`src/rtl/sar_timer_pkg.sv`:
```
// ---------------------------------------------------------------------------
// sar_timer_pkg
// Shared definitions for the SAR conversion-duration timer:
//   - default TIMER / CHANNELS widths
//   - SAR StateP encodings (ST_IDLE = 00, ST_DONE = 11, the rest mean "converting")
//   - flag_decode(): conversion-active decode of one channel's state/step inputs
// ---------------------------------------------------------------------------
package sar_timer_pkg;

  localparam int TIMER_DEFAULT    = 8;
  localparam int CHANNELS_DEFAULT = 4;

  typedef enum logic [1:0] {
    ST_IDLE  = 2'b00,
    ST_CONV1 = 2'b01,
    ST_CONV2 = 2'b10,
    ST_DONE  = 2'b11
  } sar_state_e;

  // In idle, a pending step request (Inc or Dcr) counts as conversion activity;
  // in done nothing is active; both intermediate states are always active.
  function automatic logic flag_decode(input logic [1:0] state,
                                       input logic       inc,
                                       input logic       dcr);
    logic flag;
    case (sar_state_e'(state))
      ST_IDLE: flag = inc | dcr;
      ST_DONE: flag = 1'b0;
      default: flag = 1'b1;
    endcase
    return flag;
  endfunction

endpackage

```
`src/rtl/sar_chan_timer.sv`:
```
// ---------------------------------------------------------------------------
// sar_chan_timer
// One channel of the conversion timer: flag decode, edge detect, saturating
// duration counter, one-deep result holding register with pending and
// sticky dropped flags. With SAR_TIMER_MAX_EN defined it also tracks the
// largest captured duration.
// Ports:
//   ClockT, Reset      clock (rising edge), async active-high reset
//   state_p, inc, dcr  this channel's SAR state and step requests
//   grant              output stage is taking this channel's result this cycle
//   flag_conv          combinational conversion-active flag (0 during Reset)
//   pend               a captured result is waiting to be delivered
//   res, res_ovf       captured duration and its saturation flag
//   max_val            largest captured duration (SAR_TIMER_MAX_EN only)
//   dropped            sticky: an undelivered result was overwritten
// ---------------------------------------------------------------------------
module sar_chan_timer
  import sar_timer_pkg::*;
#(
  parameter int TIMER = TIMER_DEFAULT
) (
  input  logic             ClockT,
  input  logic             Reset,
  input  logic [1:0]       state_p,
  input  logic             inc,
  input  logic             dcr,
  input  logic             grant,
  output logic             flag_conv,
  output logic             pend,
  output logic [TIMER-1:0] res,
  output logic             res_ovf,
`ifdef SAR_TIMER_MAX_EN
  output logic [TIMER-1:0] max_val,
`endif
  output logic             dropped
);

  logic             flag_q, flag_d;
  logic [TIMER-1:0] cnt_q, cnt_d;
  logic             ovf_q, ovf_d;
  logic [TIMER-1:0] res_q, res_d;
  logic             rovf_q, rovf_d;
  logic             pend_q, pend_d;
  logic             dropped_q, dropped_d;
`ifdef SAR_TIMER_MAX_EN
  logic [TIMER-1:0] max_q, max_d;
`endif
  logic             rise, run, fall;

  assign flag_conv = Reset ? 1'b0 : flag_decode(state_p, inc, dcr);
  assign rise      = flag_conv & ~flag_q;
  assign run       = flag_conv & flag_q;
  assign fall      = ~flag_conv & flag_q;

  always_comb begin
    flag_d    = flag_conv;
    cnt_d     = cnt_q;
    ovf_d     = ovf_q;
    res_d     = res_q;
    rovf_d    = rovf_q;
    pend_d    = pend_q;
    dropped_d = dropped_q;
`ifdef SAR_TIMER_MAX_EN
    max_d     = max_q;
`endif
    if (rise) begin
      cnt_d = TIMER'(1);
      ovf_d = 1'b0;
    end else if (run) begin
      // Saturate instead of wrapping; the overflow flag records that it happened.
      if (&cnt_q) ovf_d = 1'b1;
      else        cnt_d = cnt_q + 1'b1;
    end
    if (fall) begin
      res_d  = cnt_q;
      rovf_d = ovf_q;
      // A capture always leaves a result pending, even when the old one is being
      // granted this cycle; only an overwrite of an ungranted result is a loss.
      pend_d = 1'b1;
      if (pend_q && !grant) dropped_d = 1'b1;
`ifdef SAR_TIMER_MAX_EN
      if (cnt_q > max_q) max_d = cnt_q;
`endif
    end else if (grant) begin
      pend_d = 1'b0;
    end
  end

  always_ff @(posedge ClockT or posedge Reset) begin
    if (Reset) begin
      flag_q    <= 1'b0;
      cnt_q     <= '0;
      ovf_q     <= 1'b0;
      res_q     <= '0;
      rovf_q    <= 1'b0;
      pend_q    <= 1'b0;
      dropped_q <= 1'b0;
`ifdef SAR_TIMER_MAX_EN
      max_q     <= '0;
`endif
    end else begin
      flag_q    <= flag_d;
      cnt_q     <= cnt_d;
      ovf_q     <= ovf_d;
      res_q     <= res_d;
      rovf_q    <= rovf_d;
      pend_q    <= pend_d;
      dropped_q <= dropped_d;
`ifdef SAR_TIMER_MAX_EN
      max_q     <= max_d;
`endif
    end
  end

  assign pend    = pend_q;
  assign res     = res_q;
  assign res_ovf = rovf_q;
  assign dropped = dropped_q;
`ifdef SAR_TIMER_MAX_EN
  assign max_val = max_q;
`endif

endmodule

```
`src/rtl/sar_conv_timer.sv`:
```
// ---------------------------------------------------------------------------
// sar_conv_timer
// Multi-channel conversion-duration timer. Each channel measures how many
// ClockT edges its conversion-active flag was sampled high; completed
// measurements are delivered one at a time through a shared Ready/Ack port
// chosen round-robin among pending channels.
// Optional feature macro: SAR_TIMER_MAX_EN adds per-channel maximum tracking
// and the MaxOut port.
// Ports:
//   ClockT, Reset      clock (rising edge), async active-high reset
//   StateP             per-channel SAR state, channel c at [2c+1:2c]
//   Inc, Dcr           per-channel step requests
//   Ack                controller accepts the presented result
//   FlagConv           combinational conversion-active flags
//   Ready              result valid on ChanOut/TimerOut/Overflow(/MaxOut)
//   ChanOut            channel of the presented result
//   TimerOut, Overflow measured duration and saturation flag
//   MaxOut             largest duration seen on ChanOut (SAR_TIMER_MAX_EN)
//   Dropped            sticky per-channel result-loss flags
// ---------------------------------------------------------------------------
module sar_conv_timer
  import sar_timer_pkg::*;
#(
  parameter int  TIMER    = TIMER_DEFAULT,
  parameter int  CHANNELS = CHANNELS_DEFAULT,
  localparam int CW       = (CHANNELS > 1) ? $clog2(CHANNELS) : 1
) (
  input  logic                  ClockT,
  input  logic                  Reset,
  input  logic [2*CHANNELS-1:0] StateP,
  input  logic [CHANNELS-1:0]   Inc,
  input  logic [CHANNELS-1:0]   Dcr,
  input  logic                  Ack,
  output logic [CHANNELS-1:0]   FlagConv,
  output logic                  Ready,
  output logic [CW-1:0]         ChanOut,
  output logic [TIMER-1:0]      TimerOut,
  output logic                  Overflow,
`ifdef SAR_TIMER_MAX_EN
  output logic [TIMER-1:0]      MaxOut,
`endif
  output logic [CHANNELS-1:0]   Dropped
);

  logic [CHANNELS-1:0] pend, res_ovf, grant;
  logic [TIMER-1:0]    res [CHANNELS];
`ifdef SAR_TIMER_MAX_EN
  logic [TIMER-1:0]    max_val [CHANNELS];
  logic [TIMER-1:0]    max_out_q, max_out_d;
`endif
  logic                ready_q, ready_d;
  logic [CW-1:0]       chan_q, chan_d;
  logic [TIMER-1:0]    timer_q, timer_d;
  logic                ovf_q, ovf_d;
  logic [CW-1:0]       ptr_q, ptr_d;     // first channel to consider at the next load
  logic                found;
  logic [CW-1:0]       sel, cand_idx;
  int                  cand;

  for (genvar c = 0; c < CHANNELS; c++) begin : g_chan
    sar_chan_timer #(.TIMER(TIMER)) u_chan (
      .ClockT   (ClockT),
      .Reset    (Reset),
      .state_p  (StateP[2*c +: 2]),
      .inc      (Inc[c]),
      .dcr      (Dcr[c]),
      .grant    (grant[c]),
      .flag_conv(FlagConv[c]),
      .pend     (pend[c]),
      .res      (res[c]),
      .res_ovf  (res_ovf[c]),
`ifdef SAR_TIMER_MAX_EN
      .max_val  (max_val[c]),
`endif
      .dropped  (Dropped[c])
    );
  end

  // Handshake: Ready=1 means ChanOut/TimerOut/Overflow(/MaxOut) hold a valid
  // result and stay frozen until a cycle with Ack=1 consumes it. In any cycle
  // where the stage is empty (Ready=0) or being consumed (Ready=1, Ack=1) the
  // next pending channel is loaded; Ack while Ready=0 has no effect.
  always_comb begin
    ready_d   = ready_q;
    chan_d    = chan_q;
    timer_d   = timer_q;
    ovf_d     = ovf_q;
    ptr_d     = ptr_q;
`ifdef SAR_TIMER_MAX_EN
    max_out_d = max_out_q;
`endif
    grant     = '0;
    found     = 1'b0;
    sel       = '0;
    cand      = 0;
    cand_idx  = '0;
    if (!ready_q || Ack) begin
      // Round-robin scan starting at ptr_q, wrapping at CHANNELS.
      for (int i = 0; i < CHANNELS; i++) begin
        cand = int'(ptr_q) + i;
        if (cand >= CHANNELS) cand = cand - CHANNELS;
        cand_idx = CW'(cand);
        if (!found && pend[cand_idx]) begin
          found = 1'b1;
          sel   = cand_idx;
        end
      end
      ready_d = found;
      if (found) begin
        grant[sel] = 1'b1;
        chan_d     = sel;
        timer_d    = res[sel];
        ovf_d      = res_ovf[sel];
`ifdef SAR_TIMER_MAX_EN
        max_out_d  = max_val[sel];
`endif
        ptr_d      = (sel == CW'(CHANNELS - 1)) ? '0 : sel + 1'b1;
      end
    end
  end

  always_ff @(posedge ClockT or posedge Reset) begin
    if (Reset) begin
      ready_q   <= 1'b0;
      chan_q    <= '0;
      timer_q   <= '0;
      ovf_q     <= 1'b0;
      ptr_q     <= '0;
`ifdef SAR_TIMER_MAX_EN
      max_out_q <= '0;
`endif
    end else begin
      ready_q   <= ready_d;
      chan_q    <= chan_d;
      timer_q   <= timer_d;
      ovf_q     <= ovf_d;
      ptr_q     <= ptr_d;
`ifdef SAR_TIMER_MAX_EN
      max_out_q <= max_out_d;
`endif
    end
  end

  assign Ready    = ready_q;
  assign ChanOut  = chan_q;
  assign TimerOut = timer_q;
  assign Overflow = ovf_q;
`ifdef SAR_TIMER_MAX_EN
  assign MaxOut   = max_out_q;
`endif

endmodule

```
`config.mk`:
```
export PLATFORM = sky130hd
export DESIGN_NAME = sar_conv_timer
export DESIGN_NICKNAME = d
export VERILOG_FILES = /design/src/rtl/sar_timer_pkg.sv /design/src/rtl/sar_chan_timer.sv /design/src/rtl/sar_conv_timer.sv
export SDC_FILE = /design/constraint.sdc
export NUM_CORES = 1
export LEC_CHECK = 0
export CORE_AREA = 2 2 109 111
export CTS_BUF_LIST = sky130_fd_sc_hd__clkbuf_8
export CTS_CLUSTER_DIAMETER = 100
export DETAILED_ROUTE_END_ITERATION = 10
export DIE_AREA = 0 0 111 113
export GPL_TIMING_DRIVEN = 0
export SETUP_SLACK_MARGIN = 0.5
export SLEW_MARGIN = 5
export SYNTH_ARGS = -nofsm -noshare
export SYNTH_HDL_FRONTEND = slang
export SYNTH_SLANG_ARGS = --single-unit
```
`constraint.sdc`:
```
create_clock -name ClockT -period 5.9 [get_ports ClockT]
set_clock_uncertainty 0.2 [all_clocks]
set_input_delay 1.18 -clock ClockT [delete_from_list [all_inputs] [get_ports ClockT]]
set_output_delay 1.18 -clock ClockT [all_outputs]
set_load 0.03 [all_outputs]
```
==> flow_metrics.py <==
metrics = {
    "synth": {
        "ys.flop_type": "dfrtp_1",
        "syn-cell-area_um2": 4680,
        "yosys-top-cells-count": "98 x dfrtp_1, 39 x nand2_1, 34 x mux2_2",
        "synth_cell_types": 56,
        "yosysTopAreaCellShare_pct": 52.4,
        "yosysMostFrequentCell": "dfrtp_1",
        "synth-edff-count": 0,
        "avgSynthCellArea_um2": 11.1,
        "synth.area.top_cells": "dfrtp_1 52%, mux2_2 8.2%, mux2i_1 4.1%",
        "synthArstFlopShare_pct": 100,
        "yosysTopAreaCell": "dfrtp_1",
        "synth-seq-cells": 98,
        "yosysSeqAreaShare_pct": 52.4,
        "postSynthCellCount": 422,
        "syn_nets": 446,
        "yosys_warnings": 0,
    },
    "placed_design": {
        "io_buffers": 38,
        "placed_cell_area_um2": 5270,
        "place_congestion": 0.798,
        "dp_cells": 604,
        "hpwl_um": 6990,
    },
    "floorplan": {
        "start_util_pct": 41.5,
        "die_w_um": 111,
        "die_area_um2": 12500,
        "core_area_um2": 11300,
        "ios": 39,
        "die_h_um": 113,
        "fp-row-count": 39,
    },
    "drt": {
        "wire_per_inst_um": 15.8,
        "drtIter0Drc": 192,
        "antenna_left": 0,
        "via_per_inst": 5.46,
        "routed_wl_um": 9820,
        "drc": 0,
        "dr.pass1.iters": 4,
        "num_vias": 3385,
    },
    "timing": {
        "fmax_mhz": 198,
        "hold_viol": 0,
        "fin_crit_ns": 5.05,
        "period_share_pct": 85.7,
        "slew_headroom_pct": 62.9,
        "holdWs_ns": 0.283,
        "setup_viol": 0,
        "slew_violations": 0,
        "grt_setup_unrepaired": "false",
        "tightest_slew_ns": 0.557,
    },
    "cells_and_area": {
        "stdcell_area_um2": 5480,
        "multiInputGateArea_um2": 2000,
        "finalNonFillerCells": 620,
        "area_delta_synth_final_pct": 16.9,
        "finish.utilization_pct": 48.6,
        "num_antenna_cells": 0,
        "nets": 496,
        "drive_gt1_share_pct": 18.2,
        "seqCellArea_um2": 2450,
        "fillerInstances": 1059,
    },
    "clock_network": {
        "ctsHoldBuffers": 0,
        "cts-root-buf": "clkbuf_8",
        "cts_resized": 0,
        "cts_made_buffers": 9,
        "post_cts_buffers": 0,
        "cts_max_level": 3,
        "clkTransAtPathRegs_ns": 0.10,
        "cts_num_sinks": 98,
        "insertion_delay_ns": 0.37,
        "tritoncts": "built",
        "ctsLongestPathBuffers": 2,
    },
    "setup_path": {
        "crit_family": "buffers and inverters",
        "critPathLaunchType": "primary input",
        "cp_max_fo": 11,
        "crit_path_frequent_cell": "clkdlybuf4s50_1",
        "critPathMaxStageDelay_ns": 0.68,
        "path_class": "primary input to output pin",
        "cp.required_ns": 4.52,
        "end_kind": "output pin",
        "path_buf_inv": 4,
        "cp.arrival_ns": 3.67,
        "cp_cell_sequence": "clkdlybuf4s50_1 -> a211oi_2 -> clkbuf_1 -> buf_4 -> clkdlybuf4s50_1",
        "worst_path_max_delay_cell": "clkdlybuf4s50_1",
    },
    "hold_path": {
        "hp-class": "flop to flop",
    },
    "run": {
        "maxCapViolations": 0,
    },
    "grt": {
        "grt.busiest_layer": "met2",
        "grt_first_pass_wirelength_um": 16600,
        "grt_pass1_vias": 3344,
        "grt_max_degree": 58,
        "grt.overflow.total": 0,
        "use_met2_pct": 24.9,
        "use_met3_pct": 3.21,
        "use_met1_pct": 23.9,
        "antenna_found_initial": 0,
        "track_usage_pct": 16.6,
    },
    "power": {
        "p_leak_nw": 2.54,
        "peakVddDrop_mv": 0.167,
        "power_density_nw_per_um2": 363,
    },
    "run_status": {
        "status": "complete, no violations",
    },
}
==> tightest hold or removal path, stage by stage, from the launching register on <==
cell	delay (ns)
dfrtp_1	0.36
nand2_1	0.05
nand2_1	0.05
==> state kept, by name, summed over array words and instances, names as in the netlist, 2 cells and up <==
| name | cells |
|---|---|
| g_chan.u_chan.ovf_q | 4 |
| g_chan.u_chan.pend | 4 |
| g_chan.u_chan.res_ovf | 4 |
| ptr_q | 2 |
| ChanOut | 2 |
| g_chan.u_chan.dropped | 4 |
| g_chan.u_chan.cnt_q | 32 |
| g_chan.u_chan.flag_q | 4 |
| TimerOut | 8 |
| g_chan.u_chan.res | 32 |
==> path summary, 6_finish.rpt <==
check | from | cells past startpoint | to | slack, ns
max reg2reg | ptr_q[1] | 8 | Overflow | 3.59
max in group asynchronous | Reset | 3 | TimerOut[7] | 3.44
min in group asynchronous | Reset | 2 | TimerOut[1] | 1.40
max | Reset | 5 | FlagConv[2] | 0.85
min reg2reg | ChanOut[0] | 2 | ChanOut[0] | 0.28
min | ChanOut[0] | 2 | ChanOut[0] | 0.28
==> layer usage <==
layer | part of all wire (%) | vias up
li1 | - | 1622
met1 | 51 | 1669
met2 | 44 | 83
met3 | 3.7 | 11
met4 | 1.5 | 0
met5 | 0 | -
==> through the flow <==
| step | TNS, ns | setup slack, ns | power [W] |
|---|---|---|---|
| after floorplan | 0 | 1.96 | 0.00137 |
| after global placement | -2.69 | -0.0343 | 0.00153 |
| after detailed placement | 0 | 0.788 | 0.00155 |
| after CTS | 0 | 0.782 | 0.00200 |
| after global routing | 0 | 0.667 | 0.00212 |
| final | 0 | 0.846 | 0.00199 |
==> placed cells by master, fill, tap and decap left out, types with 8 or more instances in the layout <==
cell             instances
inv_1                    8
clkbuf_8                10
buf_4                   11
nand2_1                 39
clkdlybuf4s50_1         38
nand4_1                  9
nor3_1                  14
nor2_1                  21
nand3_1                 14
buf_2                    8
dfrtp_1                 98
o21ai_0                 19
xor2_1                  12
a211o_1                 11
mux2i_1                 19
a21oi_1                 17
mux2_2                  34
==> where the power goes <==
group / internal (W) / total (W) / switching, W
combinational: 0.000309 / 0.000656 / 0.000347
sequential: 0.000779 / 0.000886 / 0.000107
clock: 0.000208 / 0.000446 / 0.000238
==> kinds of logic after synthesis <==
group                    synth area share [%]
multiplexers                             12.7
AO/OA/AOI/OAI                            11.6
buffers and inverters                    4.84
adder cells (fa/ha/maj)                  1.34
flip-flops                               52.4
AND/OR/NAND/NOR                          14.9
XOR/XNOR                                 2.24
==> cell type report <==
cell class	instances	share of cell area (%)
sequential	98	44.8
multi-input combinational	286	36.6
timing repair buffer	39	7.45
buffer	27	3.36
tap	143	3.27
clock buffer	10	2.51
clock inverter	6	1.21
inverter	11	0.822
Power figures use the tool's default switching activity.
